<file path="src/rtl/pipe_stage_buf_pkg.sv">
// Shared constants and helpers for the valid/ready pipeline-stage buffers.
package pipe_stage_buf_pkg;

    localparam logic [31:0] RESET_PC = 32'h8000_0000;

    // Per-stage payload widths, {pc, inst, snpc} = 3 x 32 bits.
    localparam int FD_W = 96;
    localparam int DE_W = 96;

    // A one-entry buffer still needs a 1-bit pointer to stay a legal vector.
    function automatic int ptr_width(input int depth);
        return (depth > 1) ? $clog2(depth) : 1;
    endfunction

endpackage

</file>
<file path="src/rtl/pipe_stage_buf.sv">
// Elastic valid/ready stage register: DEPTH-entry circular buffer, registered
// handshakes on both sides, flush, and an optional zero-storage bypass build.
module pipe_stage_buf
    import pipe_stage_buf_pkg::*;
#(
    parameter int                DATA_W   = 96,
    parameter int                DEPTH    = 2,
    parameter logic [DATA_W-1:0] RST_DATA = '0,
    parameter int                CNT_W    = $clog2(DEPTH + 1)
) (
    input  logic              clk,
    input  logic              rst,
    input  logic              flush,
    input  logic              s_valid,
    output logic              s_ready,
    input  logic [DATA_W-1:0] s_data,
    output logic              m_valid,
    input  logic              m_ready,
    output logic [DATA_W-1:0] m_data,
    output logic [CNT_W-1:0]  count
);

`ifdef SINGLE_CYCLE

    assign s_ready = 1'b1;
    assign m_valid = 1'b1;
    assign m_data  = s_data;
    assign count   = '0;

`else

    localparam int                PTR_W = ptr_width(DEPTH);
    localparam logic [PTR_W-1:0]  LAST  = PTR_W'(DEPTH - 1);
    localparam logic [CNT_W-1:0]  FULL  = CNT_W'(DEPTH);

    logic [DATA_W-1:0] mem_q [DEPTH];
    logic [PTR_W-1:0]  rd_ptr_q, rd_ptr_d;
    logic [PTR_W-1:0]  wr_ptr_q, wr_ptr_d;
    logic [CNT_W-1:0]  count_q, count_d;
    logic              push, pop;

    // Handshakes come only from the registered count, so no path crosses the block.
    assign s_ready = (count_q != FULL);
    assign m_valid = (count_q != '0);
    assign m_data  = mem_q[rd_ptr_q];
    assign count   = count_q;

    assign push = s_valid & s_ready & ~flush;
    assign pop  = m_valid & m_ready & ~flush;

    always_comb begin
        rd_ptr_d = rd_ptr_q;
        wr_ptr_d = wr_ptr_q;
        count_d  = count_q;
        if (flush) begin
            rd_ptr_d = '0;
            wr_ptr_d = '0;
            count_d  = '0;
        end else begin
            if (push) wr_ptr_d = (wr_ptr_q == LAST) ? '0 : wr_ptr_q + 1'b1;
            if (pop)  rd_ptr_d = (rd_ptr_q == LAST) ? '0 : rd_ptr_q + 1'b1;
            count_d = count_q + CNT_W'(push) - CNT_W'(pop);
        end
    end

    // Flush only rewinds the pointers; stale entries are never visible with m_valid=1.
    always_ff @(posedge clk) begin
        if (rst) begin
            for (int i = 0; i < DEPTH; i++) mem_q[i] <= RST_DATA;
            rd_ptr_q <= '0;
            wr_ptr_q <= '0;
            count_q  <= '0;
        end else begin
            if (push) mem_q[wr_ptr_q] <= s_data;
            rd_ptr_q <= rd_ptr_d;
            wr_ptr_q <= wr_ptr_d;
            count_q  <= count_d;
        end
    end

`endif

endmodule

</file>
<file path="config.mk">
export PLATFORM = sky130hd
export DESIGN_NAME = pipe_stage_buf
export DESIGN_NICKNAME = d
export VERILOG_FILES = /design/src/rtl/pipe_stage_buf_pkg.sv /design/src/rtl/pipe_stage_buf.sv
export SDC_FILE = /design/constraint.sdc
export NUM_CORES = 1
export LEC_CHECK = 0
export ABC_CLOCK_PERIOD_IN_PS = 23800
export CORE_MARGIN = 5
export CORE_UTILIZATION = 30
export CTS_CLUSTER_DIAMETER = 30
export DETAILED_ROUTE_END_ITERATION = 6
export PLACE_DENSITY_LB_ADDON = 0.12
export SETUP_SLACK_MARGIN = 0.5
export SYNTH_ARGS = -nofsm -noshare
export SYNTH_HDL_FRONTEND = slang
export SYNTH_SLANG_ARGS = --single-unit
</file>
<file path="constraint.sdc">
create_clock -name clk -period 23.8 [get_ports clk]
set_input_delay 5.95 -clock clk [delete_from_list [all_inputs] [get_ports clk]]
set_output_delay 5.95 -clock clk [all_outputs]
set_load 0.005 [all_outputs]
</file>
Word-level counts from Yosys, hierarchy flattened
Memories as Yosys holds them, arrays and structs flattened. A register that Yosys moved wholly into a read port is not among the register bits. Index checks and enable logic that the tools add are counted.

$add $sub $neg: 4. Multiply operators: 0. Div/mod/pow operators: 0. Order comparisons: 0. Equal/unequal tests: 1. Shift operators: 0. Mux-type cells: 12. Bitwise gates (word level): 5. Reductions and logical operators: 3.

Operators with widths (count): 96-bit 2-to-1 mux (1); 96-bit OR reduction (1); 1-bit 2-to-1 mux (11); 1-bit bitwise AND (4); 1-bit adder, second input constant (2); 2-bit by 1-bit adder with 2-bit output (1); 2-bit inequality test, second input constant (1); 2-bit nonzero test (1); 2-bit OR reduction (1); 2-bit by 1-bit subtractor with 2-bit output (1); 1-bit inverter (1).

Register bits: 4. Latch bits: 0. Bits in writable memories: 192. Bits in read-only memories: 0. Output and inout bits: 100. Memories: 1.

Memories: mem_q (depth 2, bits a word 96, rd ports 1, clocked after memory_dff 1, wr ports 2, RTL line pipe_stage_buf.sv:36) `logic [DATA_W-1:0] mem_q [DEPTH];`.

Logic depth before layout (Yosys ltp)
Depth in word-level cells: 8. Depth in mapped cells: 8.

Worst setup path before layout
No wires, ideal clock.

Path kind: input port to flip-flop. Start point: input flush. End point: memory mem_q[1][0] (enable). Setup time: 0.683 ns. Arrival time: 12.862 ns. Data required time: 23.117 ns. Slack: 10.255 ns. Cell stages on the path: 3. Path through: inv_1 > nand3_1 > o21ai_0.

RTL lines: start: declaration (RTL line pipe_stage_buf.sv:13) `input logic flush,`; end: declaration (RTL line pipe_stage_buf.sv:36).

==> flow_metrics.py <==
metrics = {
    "drt": {
        "wirelength_mm": 20.1,
        "drtPass1Iterations": 4,
        "ant_nets": 0,
        "wl_per_cell_um": 17.7,
        "via_per_inst": 4.29,
        "drt_iter0_drc": 337,
        "drc": 0,
        "vias": 4851,
    },
    "final_layout": {
        "layout.nets": 840,
        "num-fill-cells": 2642,
        "num_antenna_cells": 0,
        "synthToLayoutAreaGrowth_pct": 34.6,
        "fin_util_pct": 40.6,
        "drive_gt1_share_pct": 22.5,
        "final_cell_mix": "clkdlybuf4s50_1, edfxtp_1, and2_1",
        "final_common_cell": "clkdlybuf4s50_1",
    },
    "clock_tree": {
        "worstSkewPairLatency_ns": 0.42,
        "cts_tree": "done",
        "cts_max_level": 4,
        "cts_buffers": 17,
        "clk_pin_slew_worst_paths_ns": 0.07,
        "root_buffer": "clkbuf_16",
        "postCtsSetupBuffers": 0,
        "holdBufCountCts": 0,
        "cts_sinks": 197,
        "cts_resized": 0,
        "clockBufferDepth": 2,
    },
    "worst_hold_path": {
        "holdCritPathClass": "flip-flop to flip-flop",
        "hold_depth": 2,
    },
    "floorplanning": {
        "core_area_um2": 28500,
        "die_w_um": 179,
        "dieHeight_um": 179,
        "ios": 201,
        "dieArea_um2": 32100,
        "start_util_pct": 30.2,
        "fp-row-count": 62,
    },
    "logic_synthesis": {
        "yosysTopAreaCell": "edfxtp_1",
        "synth_cells": 544,
        "synth_top_flop_cell": "edfxtp_1",
        "synth_edf_count": 192,
        "async_flop_share_pct": 0,
        "ys_seq_elements": 197,
        "syn_area_um2": 8590,
        "synth.net_count": 647,
        "ys_warn_count": 0,
        "yosysSeqAreaShare_pct": 68.3,
        "synth_top_area_share_pct": 67.1,
        "ys_top_cells_by_area": "edfxtp_1, mux2_2, and2_1, and2_4, dfxtp_1",
        "avgSynthCellArea_um2": 15.8,
        "synth_cell_types": 24,
    },
    "sta": {
        "finalSetupViolCount": 0,
        "finalSetupTns_ns": 0,
        "rsz0062_at_grt": "false",
        "max_freq_ghz": 0.114,
        "tightestPinTransition_ns": 1.04,
        "fin_crit_sh_pct": 36.9,
        "finalCriticalPeriod_ns": 8.77,
        "max_slew_margin_pct": 30.6,
        "hold_violations": 0,
        "fin_skew_ns": 0.0127,
        "slew_violations": 0,
    },
    "power": {
        "peakVddDrop_mv": 0.0377,
        "leakage_nw": 4.26,
        "powerDensity_nw_per_um2": 68.0,
    },
    "critical_path": {
        "arrival_ns": 2.82,
        "cp_max_fo": 52,
        "critPathTopFamily": "buffers and inverters",
        "worstPathRequired_ns": 17.85,
        "cpMaxStageDelayCell": "dfxtp_4",
        "slowest_delay_ns": 0.76,
        "critPathBufInv": 2,
        "worst_setup_path_start_kind": "flip-flop",
        "path_cells": "buf_4, mux2_2, clkdlybuf4s50_1",
        "cp.depth": 3,
        "ff2ff_path_depth": 4,
        "end_kind": "output port",
        "path_class": "flip-flop to output port",
    },
    "global_routing": {
        "antenna_found_initial": 1,
        "grt_overflow_total": 0,
        "grt.total_usage_pct": 12.4,
        "grt_max_degree": 98,
        "grt_pass1_vias": 5170,
        "grt_pass1_wl_mm": 29.7,
    },
    "place": {
        "dp_hpwl_mm": 12.6,
        "io_buffers": 200,
        "place.gp.congestion": 0.701,
    },
    "flow_run": {
        "maxCapViolations": 0,
    },
    "run_status": {
        "run_status": "finished clean",
    },
}
[final cells by class]
| cell class | count | area [µm²] | share of cell area [%] |
|---|---|---|---|
| Multi-Input combinational cell | 311 | 2540 | 22.0 |
| Inverter | 4 | 15.0 | 0.130 |
| Clock inverter | 11 | 178 | 1.54 |
| Tap cell | 384 | 480 | 4.16 |
| Sequential cell | 197 | 5870 | 50.8 |
| Clock buffer | 17 | 425 | 3.68 |
| Timing Repair Buffer | 206 | 2050 | 17.7 |
[synthesized netlist by cell type, types with 2 or more instances]
| library cell | instances |
|---|---|
| and2_4 | 30 |
| nor2_1 | 4 |
| buf_8 | 3 |
| and2_1 | 165 |
| dfxtp_1 | 5 |
| clkbuf_2 | 4 |
| ha_1 | 2 |
| buf_2 | 12 |
| inv_1 | 4 |
| edfxtp_1 | 192 |
| o21ai_0 | 3 |
| mux2_2 | 96 |
| buf_6 | 2 |
| clkbuf_1 | 11 |
| xor2_1 | 2 |
[state kept, by name (all words and copies together), names as in the netlist, named ones only]
signal    count
wr_ptr_q      1
count         2
rd_ptr_q      1
mem_q       192
[final timing paths]
kind	end	slack, ns	from
hold / removal	rd_ptr_q$_SDFFE_PP0P_	0.51	rd_ptr_q$_SDFFE_PP0P_
setup reg to reg	mem_q[0][37]$_SDFFCE_PN0P_	21.73	count[0]$_SDFF_PP0_
hold reg to reg	rd_ptr_q$_SDFFE_PP0P_	0.51	rd_ptr_q$_SDFFE_PP0P_
setup / recovery	m_data[44]	15.03	flip-flop
[layer usage]
metal	track usage, %	vias up	wire [µm]
met3	3.71	13	1180
met5	0	-	7
met1	16.2	2398	9130
li1	-	2306	-
met4	3.05	2	182
met2	20.2	132	9560
[logic make-up after synthesis]
group / after synthesis / synth area share, %
DFF: 197 / 68.3
adders and majority gates: 2 / 0.291
AOI/OAI and AO/OA: 4 / 0.262
and+or+nand+nor: 207 / 16.0
buffers and inverters: 36 / 2.37
muxes: 96 / 12.6
xor gates and xnor gates: 2 / 0.204
[metrics by stage]
stage	hold WS, ns	setup slack, ns	instances	power, mW	area [µm²]
after global routing	0.548	14.86	1130	0.817	11600
after global placement	0.489	15.38	1102	0.492	11000
final	0.513	15.03	1130	0.785	11600
after floorplan	0.472	10.26	544	0.444	8590
after detailed placement	0.496	15.38	1102	0.493	11000
after CTS	0.514	14.93	1130	0.797	11600
[worst min-delay path: cells and delay by family (launching register included)]
| kind | cells | cell delay, ns |
|---|---|---|
| flip-flops | 1 | 0.33 |
| AND/OR/NAND/NOR | 1 | 0.07 |
| XOR/XNOR | 1 | 0.08 |
[power breakdown]
| part | internal [mW] | switching, mW | total (mW) |
|---|---|---|---|
| registers | 0.400 | 0.00503 | 0.405 |
| clock network | 0.175 | 0.127 | 0.302 |
| logic | 0.0479 | 0.0303 | 0.0781 |
(Power assumes the default switching activity.)
